### src/rtl/sdram_rd_capture.sv
// Read-data capture stage: registers DQ on each delayed read strobe,
// buffers beats in a small FIFO with burst-last marking, and returns
// issue credit to the scheduler so the FIFO cannot overflow.
module sdram_rd_capture #(
  parameter int DW    = 16,
  parameter int TAGW  = 2,
  parameter int AW    = 3,
  parameter int BURST = 4
) (
  input  logic            clk,
  input  logic            rst,
  input  logic            rd_issue,
  input  logic            dly_valid,
  input  logic [TAGW-1:0] dly_tag,
  input  logic [DW-1:0]   dq_in,
  output logic            out_valid,
  output logic [DW-1:0]   out_data,
  output logic [TAGW-1:0] out_tag,
  output logic            out_last,
  input  logic            out_ready,
  output logic            credit_ok,
  output logic            overflow
);

  localparam int DEPTH = 1 << AW;
  localparam int EW    = DW + TAGW + 1;

  typedef logic [AW:0]   cnt_t;
  typedef logic [AW-1:0] ptr_t;
  typedef logic [EW-1:0] entry_t;

  localparam cnt_t          DEPTH_C   = cnt_t'(DEPTH);
  localparam cnt_t          BURST_C   = cnt_t'(BURST);
  localparam ptr_t          BEAT_LAST = ptr_t'(BURST - 1);
  localparam logic [AW+1:0] USED_MAX  = (AW+2)'(DEPTH - BURST);

  // Capture register (stage 1)
  logic            cap_v;
  logic [DW-1:0]   cap_data;
  logic [TAGW-1:0] cap_tag;
  logic            cap_last;
  ptr_t            beat_cnt;

  // FIFO storage and bookkeeping
  entry_t          mem [DEPTH];
  ptr_t            wr_ptr;
  ptr_t            rd_ptr;
  cnt_t            count;
  cnt_t            reserved;
  logic            overflow_r;

  // Combinational control
  logic            full;
  logic            wr_commit;
  logic            wr_drop;
  logic            pop;
  logic            illegal_issue;
  logic            res_underflow;
  logic [AW+1:0]   used;
  cnt_t            count_nxt;
  cnt_t            reserved_nxt;
  entry_t          head;
  entry_t          cap_entry;

  // Stage 1: register DQ/tag on each delayed strobe and track the burst beat
  always_ff @(posedge clk or negedge rst) begin
    if (!rst) begin
      cap_v    <= 1'b0;
      cap_data <= '0;
      cap_tag  <= '0;
      cap_last <= 1'b0;
      beat_cnt <= '0;
    end else begin
      cap_v <= dly_valid;
      if (dly_valid) begin
        cap_data <= dq_in;
        cap_tag  <= dly_tag;
        cap_last <= (beat_cnt == BEAT_LAST);
        beat_cnt <= (beat_cnt == BEAT_LAST) ? '0 : beat_cnt + ptr_t'(1);
      end
    end
  end

  // FIFO control, write/pop qualification, credit and accounting deltas
  always_comb begin
    full          = (count == DEPTH_C);
    wr_commit     = cap_v & ~full;
    wr_drop       = cap_v & full;
    out_valid     = (count != '0);
    pop           = out_valid & out_ready;
    used          = {1'b0, count} + {1'b0, reserved};
    credit_ok     = (used <= USED_MAX);
    illegal_issue = rd_issue & ~credit_ok;
    res_underflow = wr_commit & (reserved == '0);
    count_nxt     = count + cnt_t'(wr_commit) - cnt_t'(pop);
    // reserved saturates at zero on an unexpected beat instead of wrapping
    reserved_nxt  = reserved + (rd_issue ? BURST_C : '0)
                  - cnt_t'(wr_commit & (reserved != '0));
    cap_entry     = {cap_data, cap_tag, cap_last};
  end

  // Stage 2: pointer, occupancy, reservation and sticky violation state
  always_ff @(posedge clk or negedge rst) begin
    if (!rst) begin
      wr_ptr     <= '0;
      rd_ptr     <= '0;
      count      <= '0;
      reserved   <= '0;
      overflow_r <= 1'b0;
    end else begin
      if (wr_commit) wr_ptr <= wr_ptr + ptr_t'(1);
      if (pop)       rd_ptr <= rd_ptr + ptr_t'(1);
      count    <= count_nxt;
      reserved <= reserved_nxt;
      if (illegal_issue | wr_drop | res_underflow) overflow_r <= 1'b1;
    end
  end

  // FIFO storage write; contents need no reset since count gates the output
  always_ff @(posedge clk) begin
    if (wr_commit) mem[wr_ptr] <= cap_entry;
  end

  // Head presentation, forced to zero while empty
  always_comb begin
    head     = mem[rd_ptr];
    out_data = '0;
    out_tag  = '0;
    out_last = 1'b0;
    if (out_valid) begin
      out_data = head[EW-1 -: DW];
      out_tag  = head[TAGW:1];
      out_last = head[0];
    end
    overflow = overflow_r;
  end

endmodule

### config.mk
export PLATFORM = sky130hd
export DESIGN_NAME = sdram_rd_capture
export DESIGN_NICKNAME = d
export VERILOG_FILES = /design/src/rtl/sdram_rd_capture.sv
export SDC_FILE = /design/constraint.sdc
export NUM_CORES = 1
export LEC_CHECK = 0
export CORE_MARGIN = 1
export CORE_UTILIZATION = 41
export CTS_BUF_LIST = sky130_fd_sc_hd__clkbuf_16
export DETAILED_ROUTE_END_ITERATION = 12
export GPL_TIMING_DRIVEN = 0
export SLEW_MARGIN = 25
export SYNTH_ARGS = -nofsm -noshare
export SYNTH_HDL_FRONTEND = slang
export SYNTH_SLANG_ARGS = --single-unit
### constraint.sdc
create_clock -name clk -period 3.6 [get_ports clk]
set_input_delay 0.72 -clock clk [delete_from_list [all_inputs] [get_ports clk]]
set_output_delay 0.72 -clock clk [all_outputs]
set_load 0.005 [all_outputs]
=== Word-level counts from Yosys, hierarchy flattened ===
Memories as Yosys holds them, arrays and structs flattened.
Index checks and enable logic that the tools add are counted.
Widths: inputs -> output; s select.

* Register bits after elaboration: 38
* Memory bits (writable): 152
* Input bits: 23
* Word-level logic and storage cells: 42
* Memories kept: 1

* $add $sub $neg: 8
* Magnitude comparators: 1
* Equal/unequal tests: 2
* Multiplexer cells: 7
* Bitwise logic cells: 10
* Reduce and logical (&&, ||, !) cells: 3

{| class="wikitable"
|+ Memories
! memory !! depth !! width !! read ports !! clocked after Yosys merged registers in !! write ports !! RTL line !! source
|-
| mem || 8 || 19 || 1 || 0 || 1 || 45 || <nowiki>entry_t mem [DEPTH];</nowiki>
|}

{| class="wikitable"
|+ Operators by type and width
! kind !! count
|-
| $mux 16 || 1
|-
| $add 3x1->3 const B || 3
|-
| $reduce_bool 4->1 || 2
|-
| $sub 4x1->4 || 2
|-
| $and 1x1->1 || 6
|-
| $mux 3 || 2
|-
| $add 4x4->5 || 1
|-
| $le 5x3->1 const B || 1
|-
| $add 4x1->4 || 1
|-
| $add 4x3->4 || 1
|-
| $eq 4x4->1 const B || 1
|-
| $logic_not 4->1 || 1
|-
| $eq 3x2->1 const B || 1
|-
| $mux 1 || 3
|-
| $mux 2 || 1
|-
| $not 1->1 || 2
|-
| $or 1x1->1 || 2
|}

=== Longest topological paths before layout ===
* Word-level depth: 6
* Depth in mapped cells: 12
* Gate-level depth less buffers: 12

=== Worst setup path after synthesis ===
OpenSTA, ideal clock, no wires.

* Path type: reg-to-reg
* Start point: register count[2]
* End point: memory mem[0][0] (netlist name), enable pin
* Setup time: 0.419 ns
* Arrival time: 2.480 ns
* Data required time: 3.181 ns
* Slack: 0.701 ns
* Stages on the path, launching flop included: 7
* Buffers on the path: 0
* Clock period less this slack: 2.899 ns
* Path through: dfrtp_1 -> inv_1 -> ha_1 -> or3b_1 -> nand2_1 -> or2_1 -> nor3_1

* Cells in the longest elaborated chain, start to end: 5

{| class="wikitable"
|+ RTL lines
! what !! RTL line !! source
|-
| start, declared || 48 || <nowiki>cnt_t count;</nowiki>
|-
| start signal, assigned || 113 || <nowiki>count <= count_nxt;</nowiki>
|-
| $eq 4x4->1 || 86 || <nowiki>full = (count == DEPTH_C);</nowiki>
|-
| $not 1->1 || 87 || <nowiki>wr_commit = cap_v & ~full;</nowiki>
|-
| $and 1x1->1 || 87 ||
|-
| $mux 1 || 121 || <nowiki>if (wr_commit) mem[wr_ptr] <= cap_entry;</nowiki>
|-
| $mux 1 (not written as such) || 121 ||
|-
| end, declared || 45 ||
|}

No other way between the ends.

=== Worst setup path after layout ===
* Start point: register count[0]
* End point: output credit_ok

* Cells in the longest elaborated chain, start to end: 2

{| class="wikitable"
|+ RTL lines
! what !! RTL line !! source
|-
| $add 4x4->5 || 91 || <nowiki>used = {1'b0, count} + {1'b0, reserved};</nowiki>
|-
| $le 5x3->1 || 92 || <nowiki>credit_ok = (used <= USED_MAX);</nowiki>
|-
| end, declared || 21 || <nowiki>output logic credit_ok,</nowiki>
|}

No other way between the ends.

==> metrics list <==
* Setup skew after layout: 0.01343 ns
* Area contributors post-synth: sky130_fd_sc_hd__edfxtp_1 (60%), sky130_fd_sc_hd__dfrtp_1 (12%), sky130_fd_sc_hd__mux4_2 (8.6%)
- Worst-case setup margin in the final layout: 0.2116 ns
- The path class of the tightest hold or removal check is in -> async.
- Half-perimeter wire length after detailed placement: 9.180 mm
* Leading area contributor after synthesis: sky130_fd_sc_hd__edfxtp_1
* Maximum achievable frequency: 295.1 MHz
- Multi-input combinational cell area: 0.001998 sq mm
- Number of antenna diodes: 0
- Count of max-cap constraint violations: 0
- Of the total power, combinational logic draws 0.350.
- Entering global routing, the biggest net connects 39 pins.
- Transition time at the pin with the least slew margin: 0.8054 ns
- Proportion of synthesized flip-flops having asynchronous set or reset: 0.2000
* Crit Path Category: reg -> out
- TritonCTS built the clock tree.
- Total vias in the final route: 3656
* Total area of sequential cells: 0.005515 sq mm
* # clock sinks: 190
- At the later pin of the worst-skew pair, clock insertion delay measures 0.43 ns.
* Final critical delay including setup and external delays: 3.388 ns
- Starting density of the core: 0.4217
* Minimum setup slack after placement: 0.5720 ns
- The first detailed-routing pass took 8 iterations.
- The Yosys step of the flow raised 0 warnings.
- The internal power of the cells totals 5.163 mW.
- Counting every instance in the synthesized netlist gives 389.
- Setup violations remaining at the end of the flow were counted as 0.
- Die area: 0.01915 sq mm
- Detailed-route vias per instance: 5.178
- Placer Congestion: 0.7372
- The first routing iteration left 293 violations.
* Overall routed net length: 14.34 mm
- Post-CTS timing repair inserted 0 buffers for setup.
* Final count of hold timing violations: 0
- Setup crit end kind: output port
* Avg Synthesized Cell Area: 19.61 sq um
- After synthesis the cells add up to 0.007627 sq mm.
- After detailed routing, the average wire length per cell comes to 20.32 um.
- Along the worst path, the maximum fanout reaches 4.
- Failing checks: design-rule violations
* Unrepaired setup endpoints after global routing: false
- The die is 138.4 um wide.
* Peak ir drop on the vdd network: 416.5 uV
- Yosys top cell area share: 0.5984
- Final design area excluding fillers: 0.009176 sq mm
* Most frequent cells in the layout: sky130_fd_sc_hd__edfxtp_1 (152), sky130_fd_sc_hd__clkdlybuf4s50_1 (43), sky130_fd_sc_hd__dfrtp_1 (38), sky130_fd_sc_hd__mux4_2 (29)
- Number of max-slew violations in the final report: 0
- Most common library cell in the layout ignoring fill and taps: sky130_fd_sc_hd__edfxtp_1
* Worst slew margin: 0.4631
* WP data arrival: 2.67 ns
* Post-route antenna net violation count: 0
- Synthesis produced a netlist with a net count of 431.
- For this run, design rule violations remaining after detail routing come to 6.
- Initial antenna violation count: 0
- GRT Residual Overflow: 0
- Quantity of I/O buffers inserted on ports: 44
- Share of total power in the clock network: 0.242
* Wire length of the first global-routing pass: 22.30 mm
- Critical path data required time: 2.88 ns
- After filler insertion, the fill cell instance count of the layout stands at 1414.
* Distinct cell type count after synthesis: 36
- For this design the top-level I/O count stands at 45.
- At the end of the flow, the number of nets in the layout was 506.
* Area after DPL: 0.008600 sq mm
- Area growth from synthesis to layout: 20.31%
* Register bit total from synthesis: 190
- Psw: 2.211 mW
- Buffer cell driving the clock tree root: sky130_fd_sc_hd__clkbuf_16
- The number of global-route vias before repair was 3891.
* Pwr/cell area: 803.6 mW/mm^2
* Main synth FF type: sky130_fd_sc_hd__edfxtp_1
- The share of the Yosys chip area taken by registers is 0.7231.
* Buffer depth of the longest clock path: 2
* Startpoint of the most critical setup path: count[0]
- The flow ran to the end, but the final reports show violations.
* Switching power share of the total: 0.2998
- Share of final-layout standard cells stronger than drive strength 1: 0.2369
- In the finished design, the share of the clock period the worst path needs comes to 0.9412.
- The worst setup path is launched from a flip-flop.
* Leakage power figure: 3.298 nW
- Cell Rows: 49
- GRT Total Usage: 0.1617
* Vertical extent of the die: 138.4 um
* Critical R2R Launch: count[2]
- The H-tree was split into 4 levels.
- Flop pwr share: 0.408
- Total CTS buffers: 17
- Hold Worst Slack: 0.2929 ns
- After clock tree synthesis, the clock-pin slew on the worst setup and hold paths is 0.07 ns.
- Area of the placeable core: 0.01809 sq mm
- Number of enable flip-flop cells after synthesis: 152
- The design draws 7.374 mW.
==> state kept, by name, indices dropped and copies added, names as in the netlist <==
| signal | flops |
|---|---|
| beat_cnt | 3 |
| cap_data | 16 |
| cap_last | 1 |
| cap_tag | 2 |
| cap_v | 1 |
| count | 4 |
| mem | 152 |
| overflow | 1 |
| rd_ptr | 3 |
| reserved | 4 |
| wr_ptr | 3 |
==> worst paths after layout <==
path | endpoint | slack (ns) | cells past startpoint
max in group asynchronous | cap_data[2] | 2.91 | 1
min | beat_cnt[0] | 0.29 | 1
max reg2reg | mem[0][5] | 1.01 | 8
min reg2reg | overflow | 0.48 | 2
min in group clk | overflow | 0.48 | 2
max | credit_ok | 0.21 | 6
==> cells by family (layout without fill, tap and decap cells) <==
| group | after synthesis | count (layout) | share of synthesized area |
|---|---|---|---|
| buffers and inverters | 35 | 123 | 0.02215 |
| muxes | 78 | 78 | 0.1726 |
| adders and majority gates | 19 | 19 | 0.03412 |
| AOI/OAI and AO/OA | 12 | 12 | 0.01099 |
| xor gates and xnor gates | 8 | 8 | 0.009187 |
| and+or+nand+nor | 47 | 47 | 0.02789 |
| DFF | 190 | 190 | 0.7231 |
==> per-layer routing <==
metal	GRT usage	wire length, um	vias to the layer above	part of all wire
met5	0	0	-	0
met4	0.05145	142	0	0.0099
met3	0.04157	694	13	0.048
met2	0.2664	7222	78	0.50
met1	0.2106	6282	1902	0.44
li1	-	-	1663	-
==> stage by stage <==
stage,TNS (ns),utilization,std cells
floorplan,0,-,389
finish,0,0.5074,706
detailed placement,0,0.4755,674
global placement,-30.09,0.4619,662
CTS,0,0.5072,706
global route,0,0.5074,706
==> Yosys cell counts, drive strengths merged, types with 2 or more instances <==
cell type	instances
nor2b	2
xor2	3
edfxtp	152
nor2	26
inv	20
nor3	2
mux2i	19
xnor2	5
nand2b	3
buf	8
mux2	21
ha	16
or3b	2
o21ai	2
mux4	38
fa	3
nand3	4
nand2	6
dfrtp	38
a21oi	4
clkbuf	7
==> power by group through the flow <==
stage / clock network, mW / logic [mW] / registers, mW
2_1_floorplan: 0 / 1.58 / 2.99
3_3_place_gp: 0 / 2.43 / 3.04
3_5_place_dp: 0 / 2.64 / 3.06
4_1_cts: 1.82 / 2.64 / 3.01
5_1_grt: 1.90 / 2.81 / 3.05
6_report: 1.78 / 2.58 / 3.01
==> critical path, stage by stage (launching register included) <==
cell                              delay, ns
sky130_fd_sc_hd__dfrtp_1               0.42
sky130_fd_sc_hd__ha_1                  0.23
sky130_fd_sc_hd__inv_1                 0.07
sky130_fd_sc_hd__fa_1                  0.40
sky130_fd_sc_hd__xnor2_1               0.15
sky130_fd_sc_hd__a2111oi_2             0.41
sky130_fd_sc_hd__clkdlybuf4s50_1       0.57
==> layout make-up <==
cell class                 instances  area share
multi-input combinational        164      0.2178
buffer                            15     0.01050
clock inverter                    13     0.01077
clock buffer                      19     0.05181
inverter                          20    0.008181
tap                              229     0.03122
timing repair buffer              56     0.06872
sequential                       190      0.6010
==> repair_timing <==
item	CTS	global route
setup endpoints to repair	0	6
hold buffers	0	0
gates resized for setup	0	4
hold endpoints to repair	0	0
Note: power is estimated with default switching activity, not from simulation.
